[src/rtl/tick_scheduler_if.sv]
// rtl/tick_scheduler_if.sv - config request/response bundle for tick_scheduler
interface tick_scheduler_if #(
    parameter int CH_W  = 2,
    parameter int CNT_W = 26
);
    logic             cfg_valid;
    logic             cfg_ready;
    logic [CH_W-1:0]  cfg_ch;
    logic [CNT_W-1:0] cfg_period;
    logic             cfg_enable;
    logic             cfg_err;

    modport master (
        output cfg_valid,
        output cfg_ch,
        output cfg_period,
        output cfg_enable,
        input  cfg_ready,
        input  cfg_err
    );

    modport slave (
        input  cfg_valid,
        input  cfg_ch,
        input  cfg_period,
        input  cfg_enable,
        output cfg_ready,
        output cfg_err
    );
endinterface

[src/rtl/tick_scheduler.sv]
// rtl/tick_scheduler.sv - multi-channel tick/square-wave generator on a shared prescaler
module tick_scheduler #(
    parameter int CHANNELS = 4,
    parameter int CH_W     = 2,
    parameter int CNT_W    = 26,
    parameter int PRESCALE = 50
) (
    input  logic                clk,
    input  logic                rst,
    tick_scheduler_if.slave     cfg,
    output logic [CHANNELS-1:0] tick,
    output logic [CHANNELS-1:0] level,
    output logic [CHANNELS-1:0] active
);

    localparam int PS_W = (PRESCALE > 1) ? $clog2(PRESCALE) : 1;
    localparam logic [PS_W-1:0] PS_LAST = PS_W'(PRESCALE - 1);

    logic [PS_W-1:0] pcnt;
    logic            base;

    logic [CNT_W-1:0]    period      [CHANNELS];
    logic [CNT_W-1:0]    cnt         [CHANNELS];
    logic [CNT_W-1:0]    pend_period [CHANNELS];
    logic [CHANNELS-1:0] en;
    logic [CHANNELS-1:0] pend;
    logic [CHANNELS-1:0] pend_en;
    logic [CHANNELS-1:0] wrap;
    logic [CHANNELS-1:0] ch_hit;
    logic                in_range;
    logic                cfg_fire;

    // base is registered so it is a clean one-cycle pulse once per prescaler wrap
    always_ff @(posedge clk) begin
        if (rst) begin
            pcnt <= '0;
            base <= 1'b0;
        end else begin
            base <= (pcnt == PS_LAST);
            pcnt <= (pcnt == PS_LAST) ? '0 : pcnt + PS_W'(1);
        end
    end

    always_comb begin
        ch_hit = '0;
        for (int i = 0; i < CHANNELS; i++) begin
            ch_hit[i] = (cfg.cfg_ch == CH_W'(i));
        end
    end

    // out-of-range indices hit no channel, so they are always ready
    assign in_range      = |ch_hit;
    assign cfg.cfg_ready = !(|(ch_hit & pend));
    assign cfg_fire      = cfg.cfg_valid && cfg.cfg_ready;
    assign active        = en;

    always_comb begin
        wrap = '0;
        for (int i = 0; i < CHANNELS; i++) begin
            wrap[i] = base && en[i] && (cnt[i] == period[i] - CNT_W'(1));
        end
    end

    always_ff @(posedge clk) begin
        if (rst) begin
            tick        <= '0;
            level       <= '0;
            en          <= '0;
            pend        <= '0;
            pend_en     <= '0;
            cfg.cfg_err <= 1'b0;
            for (int i = 0; i < CHANNELS; i++) begin
                period[i]      <= '0;
                cnt[i]         <= '0;
                pend_period[i] <= '0;
            end
        end else begin
            cfg.cfg_err <= cfg_fire && !in_range;
            for (int i = 0; i < CHANNELS; i++) begin
                tick[i] <= wrap[i];
                if (base && en[i]) begin
                    cnt[i] <= wrap[i] ? '0 : cnt[i] + CNT_W'(1);
                end
                if (wrap[i]) begin
                    level[i] <= ~level[i];
                end
                // pending update lands immediately when idle, otherwise only on a wrap
                if (pend[i] && (!en[i] || wrap[i])) begin
                    pend[i] <= 1'b0;
                    cnt[i]  <= '0;
                    if (pend_en[i] && (pend_period[i] != '0)) begin
                        en[i]     <= 1'b1;
                        period[i] <= pend_period[i];
                    end else begin
                        en[i]    <= 1'b0;
                        level[i] <= 1'b0;
                    end
                end
                // pend was clear here, so this never collides with the apply above
                if (cfg_fire && ch_hit[i]) begin
                    pend[i]        <= 1'b1;
                    pend_period[i] <= cfg.cfg_period;
                    pend_en[i]     <= cfg.cfg_enable;
                end
            end
        end
    end

endmodule

[src/flat_wrapper.sv]
// flat-port wrapper written by rule: the top's interface ports become plain ports
module tick_scheduler_flat 
#(
    parameter int CHANNELS = 4,
    parameter int CH_W     = 2,
    parameter int CNT_W    = 26,
    parameter int PRESCALE = 50
)
  (clk, rst, tick, level, active, cfg_cfg_valid, cfg_cfg_ch, cfg_cfg_period, cfg_cfg_enable, cfg_cfg_ready, cfg_cfg_err);
  tick_scheduler_if #(.CH_W(CH_W), .CNT_W(CNT_W)) cfg_i ();
  input  logic clk;
  input  logic rst;
  output logic [CHANNELS-1:0] tick;
  output logic [CHANNELS-1:0] level;
  output logic [CHANNELS-1:0] active;
  input wire logic [$bits(cfg_i.cfg_valid)-1:0] cfg_cfg_valid;
  input wire logic [$bits(cfg_i.cfg_ch)-1:0] cfg_cfg_ch;
  input wire logic [$bits(cfg_i.cfg_period)-1:0] cfg_cfg_period;
  input wire logic [$bits(cfg_i.cfg_enable)-1:0] cfg_cfg_enable;
  output wire logic [$bits(cfg_i.cfg_ready)-1:0] cfg_cfg_ready;
  output wire logic [$bits(cfg_i.cfg_err)-1:0] cfg_cfg_err;
  assign cfg_i.cfg_valid = cfg_cfg_valid;
  assign cfg_i.cfg_ch = cfg_cfg_ch;
  assign cfg_i.cfg_period = cfg_cfg_period;
  assign cfg_i.cfg_enable = cfg_cfg_enable;
  assign cfg_cfg_ready = cfg_i.cfg_ready;
  assign cfg_cfg_err = cfg_i.cfg_err;
  tick_scheduler #(.CHANNELS(CHANNELS), .CH_W(CH_W), .CNT_W(CNT_W), .PRESCALE(PRESCALE)) u_core (.clk(clk), .rst(rst), .cfg(cfg_i), .tick(tick), .level(level), .active(active));
endmodule
[config.mk]
export PLATFORM = sky130hd
export DESIGN_NAME = tick_scheduler_flat
export DESIGN_NICKNAME = d
export VERILOG_FILES = /design/src/rtl/tick_scheduler_if.sv /design/src/rtl/tick_scheduler.sv /design/src/flat_wrapper.sv
export SDC_FILE = /design/constraint.sdc
export NUM_CORES = 1
export LEC_CHECK = 0
export CAP_MARGIN = 20
export CELL_PAD_IN_SITES_DETAIL_PLACEMENT = 2
export CELL_PAD_IN_SITES_GLOBAL_PLACEMENT = 2
export CORE_AREA = 2 2 175 263
export CTS_CLUSTER_DIAMETER = 100
export DETAILED_ROUTE_END_ITERATION = 6
export DIE_AREA = 0 0 177 265
export GPL_ROUTABILITY_DRIVEN = 0
export GPL_TIMING_DRIVEN = 0
export PLACE_DENSITY = 0.85
export SYNTH_ARGS = -nofsm -noshare
export SYNTH_HDL_FRONTEND = slang
export SYNTH_SLANG_ARGS = --single-unit
[constraint.sdc]
create_clock -name clk -period 7.15 [get_ports clk]
set_input_delay 0.715 -clock clk [delete_from_list [all_inputs] [get_ports clk]]
set_output_delay 0.715 -clock clk [all_outputs]
set_load 0.02 [all_outputs]
# == After elaboration in Yosys (flattened, before gate mapping) ==
# Memory sizes are Yosys's and may differ from the RTL's.
# Index checks and enable logic that the tools add are counted.
# totals
regBits,28
ramBits,312
input_bits,32
output_inout_bits,14
word_cells,196
n_memories,3
# op_classes
add_sub_neg,9
n_eq_ne,8
muxes,94
bitwise,21
reduce_logical,44
# mem_list
name,words,word_bits,read_ports,rd_clocked_by_memory_dff,wr,line_no,rtl
u_core.cnt,4,26,4,0,4,tick_scheduler.sv:23,logic [CNT_W-1:0] cnt [CHANNELS];
u_core.pend_period,4,26,4,0,4,tick_scheduler.sv:24,logic [CNT_W-1:0] pend_period [CHANNELS];
u_core.period,4,26,4,0,4,tick_scheduler.sv:22,logic [CNT_W-1:0] period [CHANNELS];
# ops
cell,count
2-to-1 mux 26 bit,20
"adder 26 x 1 -> 26 bit, second input constant",4
equality test 26 bit,4
nonzero test 26 bit,4
"subtractor 26 x 1 -> 26 bit, second input constant",4
2-to-1 mux 1 bit,74
logical AND 1 bit,22
OR 1 bit,16
nonzero test 2 bit,4
OR reduction 4 bit,2
"adder 6 x 1 -> 6 bit, second input constant",1
"equality test 6 bit, second input constant",1
logical NOT 1 bit,6
bitwise AND 4 bit,1
"equality test 2 bit, second input constant",2
logical OR 1 bit,4
inverter 1 bit,4
"equality test 2 x 1 -> 1 bit, second input constant",1
logical NOT 2 bit,1
OR reduction 2 bit,1

# == Depth between registers and ports, before layout ==
# depth
ltp_word,10
depth_mapped,12
mapped_depth_nobuf,10

# == Worst setup path after synthesis ==
# OpenSTA, ideal clock, no wires.
# synth_path
path_type,flip-flop to flip-flop
start,memory u_core.period[0][0]
end,memory u_core.period[0][0] (enable)
setup_ns,0.445
t_arrival_ns,4.794
required_ns,6.705
setup_slack_ns,1.910
stages_incl_launch_ff,12
n_path_buf,1
period_less_slack_ns,5.240
cell_sequence,edfxtp_1 > inv_1 > ha_1 > or4b_2 > nor4_1 > nand3_1 > xnor2_1 > a211o_1 > and4bb_1 > buf_2 > nor2_1 > o21ai_0
# synth_lines
element,line_no
"start, declared",tick_scheduler.sv:22

==> out/qor.txt <==
Hold Path Depth: 1
Setup crit start kind: register
H-tree Lvls: 2
Crit-path most repeated cell: nor4b_1
Post-Syn Instances: 1724
Cts hold-fix bufs: 0
Yosys cell types: 77
Worst-path fanout max: 10
Fmax: 0.1948 GHz
Worst skew pair latency: 550 ps
CTS tree: done
Pins over their slew limit: 0
CP bufs+invs: 2
Setup ws final: 2016 ps
Syn_nets: 1766
Vias in the first global route: 16310
Seq cells post-synth: 340
HP Class: reg -> reg
Critical Path End Type: register
Max-cap violation count: 0
Resize count post-CTS: 0
CP Cell Sequence: inv_1 -> ha_1 -> nor4b_1 -> nand4_1 -> o31a_1 -> nor4b_1 -> o2111ai_1 -> a21oi_1 -> clkbuf_1 -> and2_1
PwrDens: 219.4 nW/um^2
Synth-to-layout area growth: 13.56%
Hold Crit Endpoint: u_core.pcnt[0]
Status: finished, final reports clean
First-pass GRT wire length: 96.93 mm
Die H: 265 microns
Via density: 5.960
Worst vdd ir: 0.0003193 V
Gr busiest metal: met2
Register-to-Register Path Depth: 10
Crit-path leading delay family: simple AND/OR/NAND/NOR gates
# nets final: 1859
RSZ-0062 raised after global routing: no
Slew HR: 25.01%
Clock Path Buffers: 3
Area of the core: 44570 sq um
# Post-CTS Setup Buffers: 0
Final setup viols: 0
Period Utilization, post-route: 71.80%
Initial Util: 41.60%
Leakage: 7.318 nW
Chip Width: 177 microns
Final Hold Vio Count: 0
Post-synth EDFFs: 312
Reg-to-reg setup timing slack: 2020 ps
Main synth FF type: edfxtp_1
R2R Path Start: u_core.period[2][1]
CTS sink cnt: 340
Die ar.: 46910 sq um
DR vias: 14460
Grt ovf: 0
CP max-delay cell: nor4b_1
I/O Pins: 46
YS warnings: 0
Tightest Pin Transition: 1114 ps
Crit path required time: 7550 ps
Crit path largest cell delay: 760 ps
Cell Rows: 95
Dpl ws: 2122 ps
Seq/Total Area, Yosys: 53.55%
CTS root buf: clkbuf_16
Largest net degree at the start of global routing: 28
DRC viols: 0
Kind of critical path: reg -> reg
Setup Skew: 27.61 ps
Met3 Track Usage GR: 3.414%
GR Util met1: 29.26%
FF-to-FF End: u_core.period[2][20]
Critical Path AT: 5530 ps
Ys async rst share: 0%
Share of layout cells above drive strength 1: 5.592%
Fillers: 4482
Gr usage total: 26.89%
Netlist Area Pre-Place: 18540 sq um
Drt wl/cell: 25.92 microns
CTS clk-pin slew, worst paths: 70 ps
Final WL: 62.89 mm
TritonCTS buffer count: 36
Crit path time final: 5134 ps
Core Util, Final: 47.24%
Post-route ant nets: 0
Fin cells: 2426
Drt pass-1 iters: 5
Initial antenna violation count: 4
Avg Inst Size Synth: 10.75 sq um
Setup TNS: 0 ps
DP Cell Count: 2357
Hold path start: u_core.pcnt[0]
PortBufs: 44
Detailed Place HPWL: 45.20 mm
Met2 usage: 51.10%
Initial DRC Count: 919
report_power, final:
part,internal (W),switching (W),total (W)
combinational,0.000141,0.000239,0.000380
clock,0.00106,0.000825,0.00189
sequential,0.00226,0.0000966,0.00235
total,0.00346,0.00116,0.00462
sequential cells by signal, indices dropped and copies added, names as in the netlist:
signal	flops
u_core.base	1
u_core.pend_period	104
u_core.tick	4
u_core.cnt	104
u_core.level	4
u_core.active	4
u_core.period	104
u_core.pcnt	6
u_core.pend	4
u_core.cfg.cfg_err	1
u_core.pend_en	4
area by class of cell:
class,count,area [sq um],area share (%)
Antenna cell,2,5.005,0.02377
Buffer,66,277.8,1.319
Clock buffer,43,958.4,4.552
Clock inverter,20,167.7,0.7963
Inverter,40,150.1,0.7131
Multi-Input combinational cell,1278,8195,38.92
Sequential cell,340,9930,47.16
Tap cell,582,728.2,3.459
Timing Repair Buffer,55,643.1,3.054
placed cells by master (no fill, tap or decap), drive strengths merged, types with 7 or more instances in the layout:
master,n
or4,22
nand3,70
nor4b,7
inv,40
clkbuf,97
a21oi,21
edfxtp,312
o31ai,7
a31o,7
mux2i,12
and3,85
nor4,64
o2111ai,9
nor3,70
ha,10
nor2,167
o211ai,8
and2,159
nand2b,12
xor2,107
nand2,93
a211oi,10
or3,20
a31oi,8
dfxtp,28
nand4,39
and4,8
nand3b,7
buf,23
o22ai,7
clkinv,16
o21ai,28
xnor2,120
nor2b,15
or2,11
clkdlybuf4s50,44
worst max-delay path by stage:
stage | from | to | slack (ps) | cells after the start
6_report | u_core.period[2][1] | u_core.period[2][20] | 2020 | 10
5_1_grt | u_core.period[2][0] | u_core.period[2][20] | 1690 | 11
4_1_cts | u_core.period[3][1] | u_core.period[3][22] | 1980 | 11
3_5_place_dp | u_core.period[3][0] | u_core.period[3][18] | 2120 | 11
3_3_place_gp | u_core.period[0][3] | u_core.period[0][22] | 650 | 10
2_1_floorplan | u_core.period[0][0] | u_core.period[0][0] | 1910 | 11
per-stage QoR:
stage / area (sq um) / power (W) / hold slack [ps]
2_1_floorplan: 18540 / 0.002580 / 433.4
3_3_place_gp: 19710 / 0.002709 / 444.8
3_5_place_dp: 19840 / 0.002752 / 463.7
4_1_cts: 20960 / 0.004633 / 478.9
5_1_grt: 21050 / 0.004741 / 508.2
6_report: 21060 / 0.004620 / 473.6
synth_stat cells, drive strengths merged, types with 9 or more instances:
library cell  count  share of area, %
and3             85               2.9
nor2            167               3.4
or4              22              0.89
dfxtp            28               3.0
buf              12              0.40
xor2            107               5.1
and2            159               5.4
ha               10              0.67
mux2i            12              0.65
nor2b            15              0.51
or2              11              0.37
nand2b           12              0.40
o21ai            28              0.76
nand2            93               1.9
a211oi           10              0.50
clkbuf           54               1.1
a21oi            21              0.57
nand3            70               1.9
o2111ai           9              0.43
edfxtp          312                51
nor4             64               2.2
nand4            39               1.3
or3              20              0.67
nor3             70               1.9
xnor2           120               5.7
inv              40              0.81
per-layer routing:
metal,share of wire [%],vias to the layer above,wire length (microns)
met5,0,-,0
met3,4.1,170,2551
li1,-,6501,-
met4,4.7,0,2946
met1,36,7389,22880
met2,55,398,34520
cell families after synthesis:
group	synth area share (%)
compound gates	5.932
xor+xnor	10.85
fa+ha+maj	0.6748
buf+inv	2.308
flops	53.55
mux	0.7693
other cells	0.02022
simple gates	25.89
worst reg2reg max path: cells and delay by family, from the launching register on:
family	cells	cell delay (ps)
simple gates	4	2120
compound gates	3	1590
flops	1	490
buf+inv	2	490
fa+ha+maj	1	290
(Power assumes the default switching activity.)
